## src/rtl/d16_wb_uart.sv

```systemverilog
// d16_wb_uart: Wishbone-mapped 8N1 UART for the d16 CPU bus.
// Ports: i_clk, i_reset (async, active high); bus i_wb_addr/i_wb_cyc/
//   i_wb_we/i_wb_dat in, o_wb_dat out (combinational, no ack);
//   serial i_rx (asynchronous) and o_tx (idle high); o_int (3-bit vector).
// Registers (word offset): 0 DATA, 1 STATUS, 2 DIVISOR, 3 IRQEN.
module d16_wb_uart #(
    parameter logic [15:0] BASE_ADDR   = 16'hFFF0,
    parameter logic [15:0] DEFAULT_DIV = 16'd433,
    parameter logic [2:0]  IRQ_NUM     = 3'd1
) (
    input  logic        i_clk,
    input  logic        i_reset,
    input  logic [15:0] i_wb_addr,
    input  logic        i_wb_cyc,
    input  logic        i_wb_we,
    input  logic [15:0] i_wb_dat,
    output logic [15:0] o_wb_dat,
    input  logic        i_rx,
    output logic        o_tx,
    output logic [2:0]  o_int
);

    typedef enum logic [1:0] {
        S_IDLE,
        S_START,
        S_DATA,
        S_STOP
    } uart_state_t;

    logic        w_sel, w_wr, w_rd;
    logic [1:0]  w_reg;
    logic        w_wr_data, w_rd_data, w_wr_stat;
    logic [15:0] w_half;
    logic        w_rx;

    logic [15:0] r_div;
    logic [1:0]  r_irqen;

    uart_state_t r_tx_state;
    logic [15:0] r_tx_cnt;
    logic [2:0]  r_tx_bit;
    logic [7:0]  r_tx_sh, r_tx_hold;
    logic        r_tx_ready, r_tx_busy, r_tx;

    logic        r_rx_s1, r_rx_s2;
    uart_state_t r_rx_state;
    logic [15:0] r_rx_cnt;
    logic [2:0]  r_rx_bit;
    logic [7:0]  r_rx_sh, r_rx_byte;
    logic        r_rx_valid, r_rx_ovr, r_rx_ferr;
    logic [2:0]  r_int;

    assign w_sel     = i_wb_cyc && (i_wb_addr[15:2] == BASE_ADDR[15:2]);
    assign w_reg     = i_wb_addr[1:0];
    assign w_wr      = w_sel && i_wb_we;
    assign w_rd      = w_sel && !i_wb_we;
    assign w_wr_data = w_wr && (w_reg == 2'd0);
    assign w_wr_stat = w_wr && (w_reg == 2'd1);
    assign w_rd_data = w_rd && (w_reg == 2'd0);
    assign w_rx      = r_rx_s2;
    // Countdown preload so the start bit is sampled (DIV+1)/2 clocks in.
    assign w_half = ({1'b0, r_div[15:1]} + {15'd0, r_div[0]}) - 16'd1;

    assign o_tx  = r_tx;
    assign o_int = r_int;

    always_comb begin
        o_wb_dat = 16'd0;
        if (w_rd) begin
            unique case (w_reg)
                2'd0: o_wb_dat = {8'd0, r_rx_byte};
                2'd1: o_wb_dat = {11'd0, r_rx_ferr, r_tx_busy, r_rx_ovr,
                                  r_tx_ready, r_rx_valid};
                2'd2: o_wb_dat = r_div;
                2'd3: o_wb_dat = {14'd0, r_irqen};
            endcase
        end
    end

    always_ff @(posedge i_clk or posedge i_reset) begin
        if (i_reset) begin
            r_div   <= DEFAULT_DIV;
            r_irqen <= 2'b00;
        end else if (w_wr) begin
            if (w_reg == 2'd2)
                r_div <= (i_wb_dat < 16'd3) ? 16'd3 : i_wb_dat;
            if (w_reg == 2'd3)
                r_irqen <= i_wb_dat[1:0];
        end
    end

    // Transmitter: holding register plus shifter; r_tx_ready means the
    // holding register is empty.
    always_ff @(posedge i_clk or posedge i_reset) begin
        if (i_reset) begin
            r_tx_state <= S_IDLE;
            r_tx_cnt   <= 16'd0;
            r_tx_bit   <= 3'd0;
            r_tx_sh    <= 8'd0;
            r_tx_hold  <= 8'd0;
            r_tx_ready <= 1'b1;
            r_tx_busy  <= 1'b0;
            r_tx       <= 1'b1;
        end else begin
            if (w_wr_data && r_tx_ready) begin
                r_tx_hold  <= i_wb_dat[7:0];
                r_tx_ready <= 1'b0;
            end
            if (r_tx_state == S_IDLE) begin
                if (!r_tx_ready) begin
                    r_tx_sh    <= r_tx_hold;
                    r_tx_ready <= 1'b1;
                    r_tx_busy  <= 1'b1;
                    r_tx       <= 1'b0;
                    r_tx_cnt   <= r_div;
                    r_tx_state <= S_START;
                end
            end else if (r_tx_cnt != 16'd0) begin
                r_tx_cnt <= r_tx_cnt - 16'd1;
            end else begin
                // Bit boundary: reload from the live divisor.
                r_tx_cnt <= r_div;
                unique case (r_tx_state)
                    S_START: begin
                        r_tx       <= r_tx_sh[0];
                        r_tx_sh    <= {1'b0, r_tx_sh[7:1]};
                        r_tx_bit   <= 3'd0;
                        r_tx_state <= S_DATA;
                    end
                    S_DATA: begin
                        if (r_tx_bit == 3'd7) begin
                            r_tx       <= 1'b1;
                            r_tx_state <= S_STOP;
                        end else begin
                            r_tx     <= r_tx_sh[0];
                            r_tx_sh  <= {1'b0, r_tx_sh[7:1]};
                            r_tx_bit <= r_tx_bit + 3'd1;
                        end
                    end
                    S_STOP: begin
                        if (!r_tx_ready) begin
                            // Back-to-back frame, no idle gap.
                            r_tx_sh    <= r_tx_hold;
                            r_tx_ready <= 1'b1;
                            r_tx       <= 1'b0;
                            r_tx_state <= S_START;
                        end else begin
                            r_tx_busy  <= 1'b0;
                            r_tx_state <= S_IDLE;
                        end
                    end
                    default: r_tx_state <= S_IDLE;
                endcase
            end
        end
    end

    // Receiver. Flag sets are written after clears so a set wins.
    always_ff @(posedge i_clk or posedge i_reset) begin
        if (i_reset) begin
            r_rx_s1    <= 1'b1;
            r_rx_s2    <= 1'b1;
            r_rx_state <= S_IDLE;
            r_rx_cnt   <= 16'd0;
            r_rx_bit   <= 3'd0;
            r_rx_sh    <= 8'd0;
            r_rx_byte  <= 8'd0;
            r_rx_valid <= 1'b0;
            r_rx_ovr   <= 1'b0;
            r_rx_ferr  <= 1'b0;
        end else begin
            r_rx_s1 <= i_rx;
            r_rx_s2 <= r_rx_s1;
            if (w_rd_data)
                r_rx_valid <= 1'b0;
            if (w_wr_stat && i_wb_dat[2])
                r_rx_ovr <= 1'b0;
            if (w_wr_stat && i_wb_dat[4])
                r_rx_ferr <= 1'b0;
            if (r_rx_state == S_IDLE) begin
                if (!w_rx) begin
                    r_rx_cnt   <= w_half;
                    r_rx_state <= S_START;
                end
            end else if (r_rx_cnt != 16'd0) begin
                r_rx_cnt <= r_rx_cnt - 16'd1;
            end else begin
                r_rx_cnt <= r_div;
                unique case (r_rx_state)
                    S_START: begin
                        r_rx_bit   <= 3'd0;
                        r_rx_state <= w_rx ? S_IDLE : S_DATA;
                    end
                    S_DATA: begin
                        r_rx_sh  <= {w_rx, r_rx_sh[7:1]};
                        r_rx_bit <= r_rx_bit + 3'd1;
                        if (r_rx_bit == 3'd7)
                            r_rx_state <= S_STOP;
                    end
                    S_STOP: begin
                        r_rx_state <= S_IDLE;
                        if (!w_rx) begin
                            r_rx_ferr <= 1'b1;
                        end else begin
                            r_rx_byte  <= r_rx_sh;
                            r_rx_valid <= 1'b1;
                            if (r_rx_valid && !w_rd_data)
                                r_rx_ovr <= 1'b1;
                        end
                    end
                    default: r_rx_state <= S_IDLE;
                endcase
            end
        end
    end

    always_ff @(posedge i_clk or posedge i_reset) begin
        if (i_reset)
            r_int <= 3'd0;
        else if ((r_irqen[0] && r_rx_valid) || (r_irqen[1] && r_tx_ready))
            r_int <= IRQ_NUM;
        else
            r_int <= 3'd0;
    end

endmodule
```

## config.mk

```make
export PLATFORM = sky130hd
export DESIGN_NAME = d16_wb_uart
export DESIGN_NICKNAME = d
export VERILOG_FILES = /design/src/rtl/d16_wb_uart.sv
export SDC_FILE = /design/constraint.sdc
export NUM_CORES = 1
export LEC_CHECK = 0
export BUFFER_PORTS_ARGS = -buffer_cell sky130_fd_sc_hd__buf_4
export CORE_AREA = 2 2 124 126
export DETAILED_ROUTE_END_ITERATION = 10
export DIE_AREA = 0 0 126 128
export SLEW_MARGIN = 20
export SYNTH_ARGS = -nofsm -noshare
export SYNTH_HDL_FRONTEND = slang
export SYNTH_SLANG_ARGS = --single-unit
```

## constraint.sdc

```tcl
create_clock -name i_clk -period 3.25 [get_ports i_clk]
set_input_delay 0.65 -clock i_clk [delete_from_list [all_inputs] [get_ports i_clk]]
set_output_delay 0.65 -clock i_clk [all_outputs]
set_load 0.01 [all_outputs]
```

==> results.cfg <==
[finish]
area_growth_pct = 13.9
fill_cells = 1405
drive_above_1_share = 0.234
layout.cells.non_filler = 867
final_net_count = 729
diodes = 0

[power_and_ir_drop]
power_leakage_nw = 3.14
p_per_area_nw_per_um2 = 482
irDropWorstVdd_mv = 0.268

[detailed_routing]
num_vias = 5154
routedWlPerCell_um = 18.6
route.antenna.remaining_nets = 0
drt_pass1_iterations = 5
routed_wirelength_um = 16100
drc_errors = 0
detail_route.vias_per_cell = 5.94
initialDrtViolationCount = 504

[cts]
clock-sinks = 101
cts_inserted_buffers = 9
clock_slew_seen_by_the_registers_of_the_worst_setup_and_hold_paths_ns = 0.07
ctsHoldBuffers = 0
cts_repair_resize_count = 0
clk_root_buffer_cell = clkbuf_16
clockBufferDepth = 2
postCtsSetupRepairBufs = 0
h-tree-depth = 3
cts_tree = done
worst_skew_pair.late_latency_ns = 0.36

[placement]
hpwl_after_detailed_placement_um = 11600
buffer_ports.inserted = 54
finalWeightedCongestion = 0.903
place_inst = 851

[setup_path]
r2r_setup_slack_ns = 0.61
crit_top_cell = buf_4
required_ns = 2.60
critPathSlowestCell = nor3b_1
cp_cell_sequence = buf_4, nand4_1, nor3_1, nand3b_1, nor3b_1, buf_4, and2_1, buf_4
crit-reg2reg-launch = r_div[1]
critPathLaunch = i_wb_addr[10]
critPathLaunchType = primary input
crit_path_max_incr_delay_ns = 0.29
cp_max_fo = 8
setup.worst_path.end_class = output pin
arrival_ns = 2.02
setup.worst_path.class = in2out

[sta]
rsz_0062_raised_after_global_routing = no
max_freq_mhz = 375
setup_viol_count_final = 0
period_share = 0.821
worst_clock_skew_ns = 0.00626
final-hold-violation-count = 0
finalWorstPathRequiredPeriod_ns = 2.67
worst_pin_slew_ns = 0.920
slew_viol_final = 0
max-slew-margin-rel = 0.385
setup_tns_ns = 0

[yosys]
asyncSetResetFlopFracSynth = 1.00
yosys.cell_types.count = 80
yosysWarnings = 0
yosys.area.top_type_share = 0.378
ys.flop_type = dfrtp_1
post_synth.cell_area_avg_um2 = 9.62
yosys_register_bits = 101
most_common_library_cells_after_synthesis = dfrtp_1, nor2_1, o21ai_0, nand2_1, mux2_2
largest_cells_by_area_after_synthesis = dfrtp_1, mux2_2, o21ai_0, dfstp_2, ha_1
library_cell_with_the_highest_instance_count_after_synthesis = dfrtp_1
synthesis.instances = 633
synth-edff-count = 0
synth_area_leader_cell = dfrtp_1
syn_area_um2 = 6090
sequential_share_of_the_synthesized_area = 0.417

[floorplanning]
floorplan.die.width_um = 126
placement_rows = 45
ioPinCount = 57
die-area_um2 = 16100
initial_core_util = 0.410
core_region_area_um2 = 14900
chipHeight_um = 128

[global_routing]
antenna_found_initial = 0
grt_pass1_vias = 5135
grt_first_pass_wirelength_um = 26300
grt-ovfl-total = 0
grt_max_degree = 46
groute.usage.overall = 0.207

[flow_run]
maxCapViolations = 0

[hold_path]
worst_hold_path_type = reg2reg
hold_path_startpoint = r_rx_s1

[run_status]
status = completed
stage by stage:
step                total power, mW  area, um^2   util  hold WS (ns)  setup slack [ns]
finish                         3.34        6940  0.467         0.355             0.581
global route                   3.52        6940  0.467         0.371             0.421
CTS                            3.38        6940  0.467         0.360             0.592
detailed placement             2.32        6660  0.448         0.347             0.601
global placement               2.29        6660  0.448         0.347             0.619
floorplan                      2.09        6100      -         0.345             0.825
where the power goes:
part | total, mW | switching, mW | internal, mW
combinational | 0.809 | 0.475 | 0.334
sequential | 1.49 | 0.136 | 1.36
clock | 1.04 | 0.514 | 0.530
total | 3.34 | 1.13 | 2.22
layer usage:
layer  up-vias  GRT usage  routed length, um
met5         -          0                  0
met4         0     0.0789                359
met1      2540      0.279               7430
met3        27     0.0434                813
met2       150      0.327               7530
li1       2437          -                  -
worst paths after layout:
check / to / cells after the start
worst max-delay path: o_wb_dat[13] / 8
worst min-delay path: r_rx_s2 / 0
worst max register to register: r_rx_cnt[14] / 8
worst min register to register: r_rx_s2 / 0
max in group asynchronous: r_rx_s1 / 3
min in group asynchronous: r_rx_byte[7] / 2
placed cells by master (no fill, tap or decap), drive strengths merged, types with 16 or more instances in the layout:
master / count
ha: 18
a221o: 16
dfrtp: 92
nor2: 56
mux2: 41
o21ai: 53
inv: 28
nand3: 19
nor3: 23
buf: 65
a21oi: 27
nor4: 17
nand2: 44
critical path: cells and delay by family:
family,cells,cell delay [ns]
buffers and inverters,3,0.40
AND/OR/NAND/NOR,5,0.98
registers in the layout, indices dropped and copies added (netlist names), 2 cells and up:
signal / cells
r_div: 16
r_rx_cnt: 16
r_tx_cnt: 16
r_rx_byte: 8
r_rx_sh: 8
r_tx_hold: 8
r_tx_sh: 8
r_rx_bit: 3
r_tx_bit: 3
r_irqen: 2
r_rx_state: 2
r_tx_state: 2
cell families after synthesis:
group,after synthesis,synth area share
adder cells (fa/ha/maj),18,0.0370
AND/OR/NAND/NOR,237,0.219
XOR/XNOR,9,0.0129
other,1,0.000616
AO/OA/AOI/OAI,152,0.170
multiplexers,53,0.0997
buffers and inverters,62,0.0438
flip-flops,101,0.417
final cells by class:
type	instances	area, um^2	share of cell area
tap	188	235	0.0339
multi-input combinational	471	3290	0.474
sequential	101	2540	0.366
clock inverter	5	41.3	0.00595
timing repair buffer	65	500	0.0722
inverter	26	101	0.0146
clock buffer	11	233	0.0335
(Power assumes the default switching activity.)
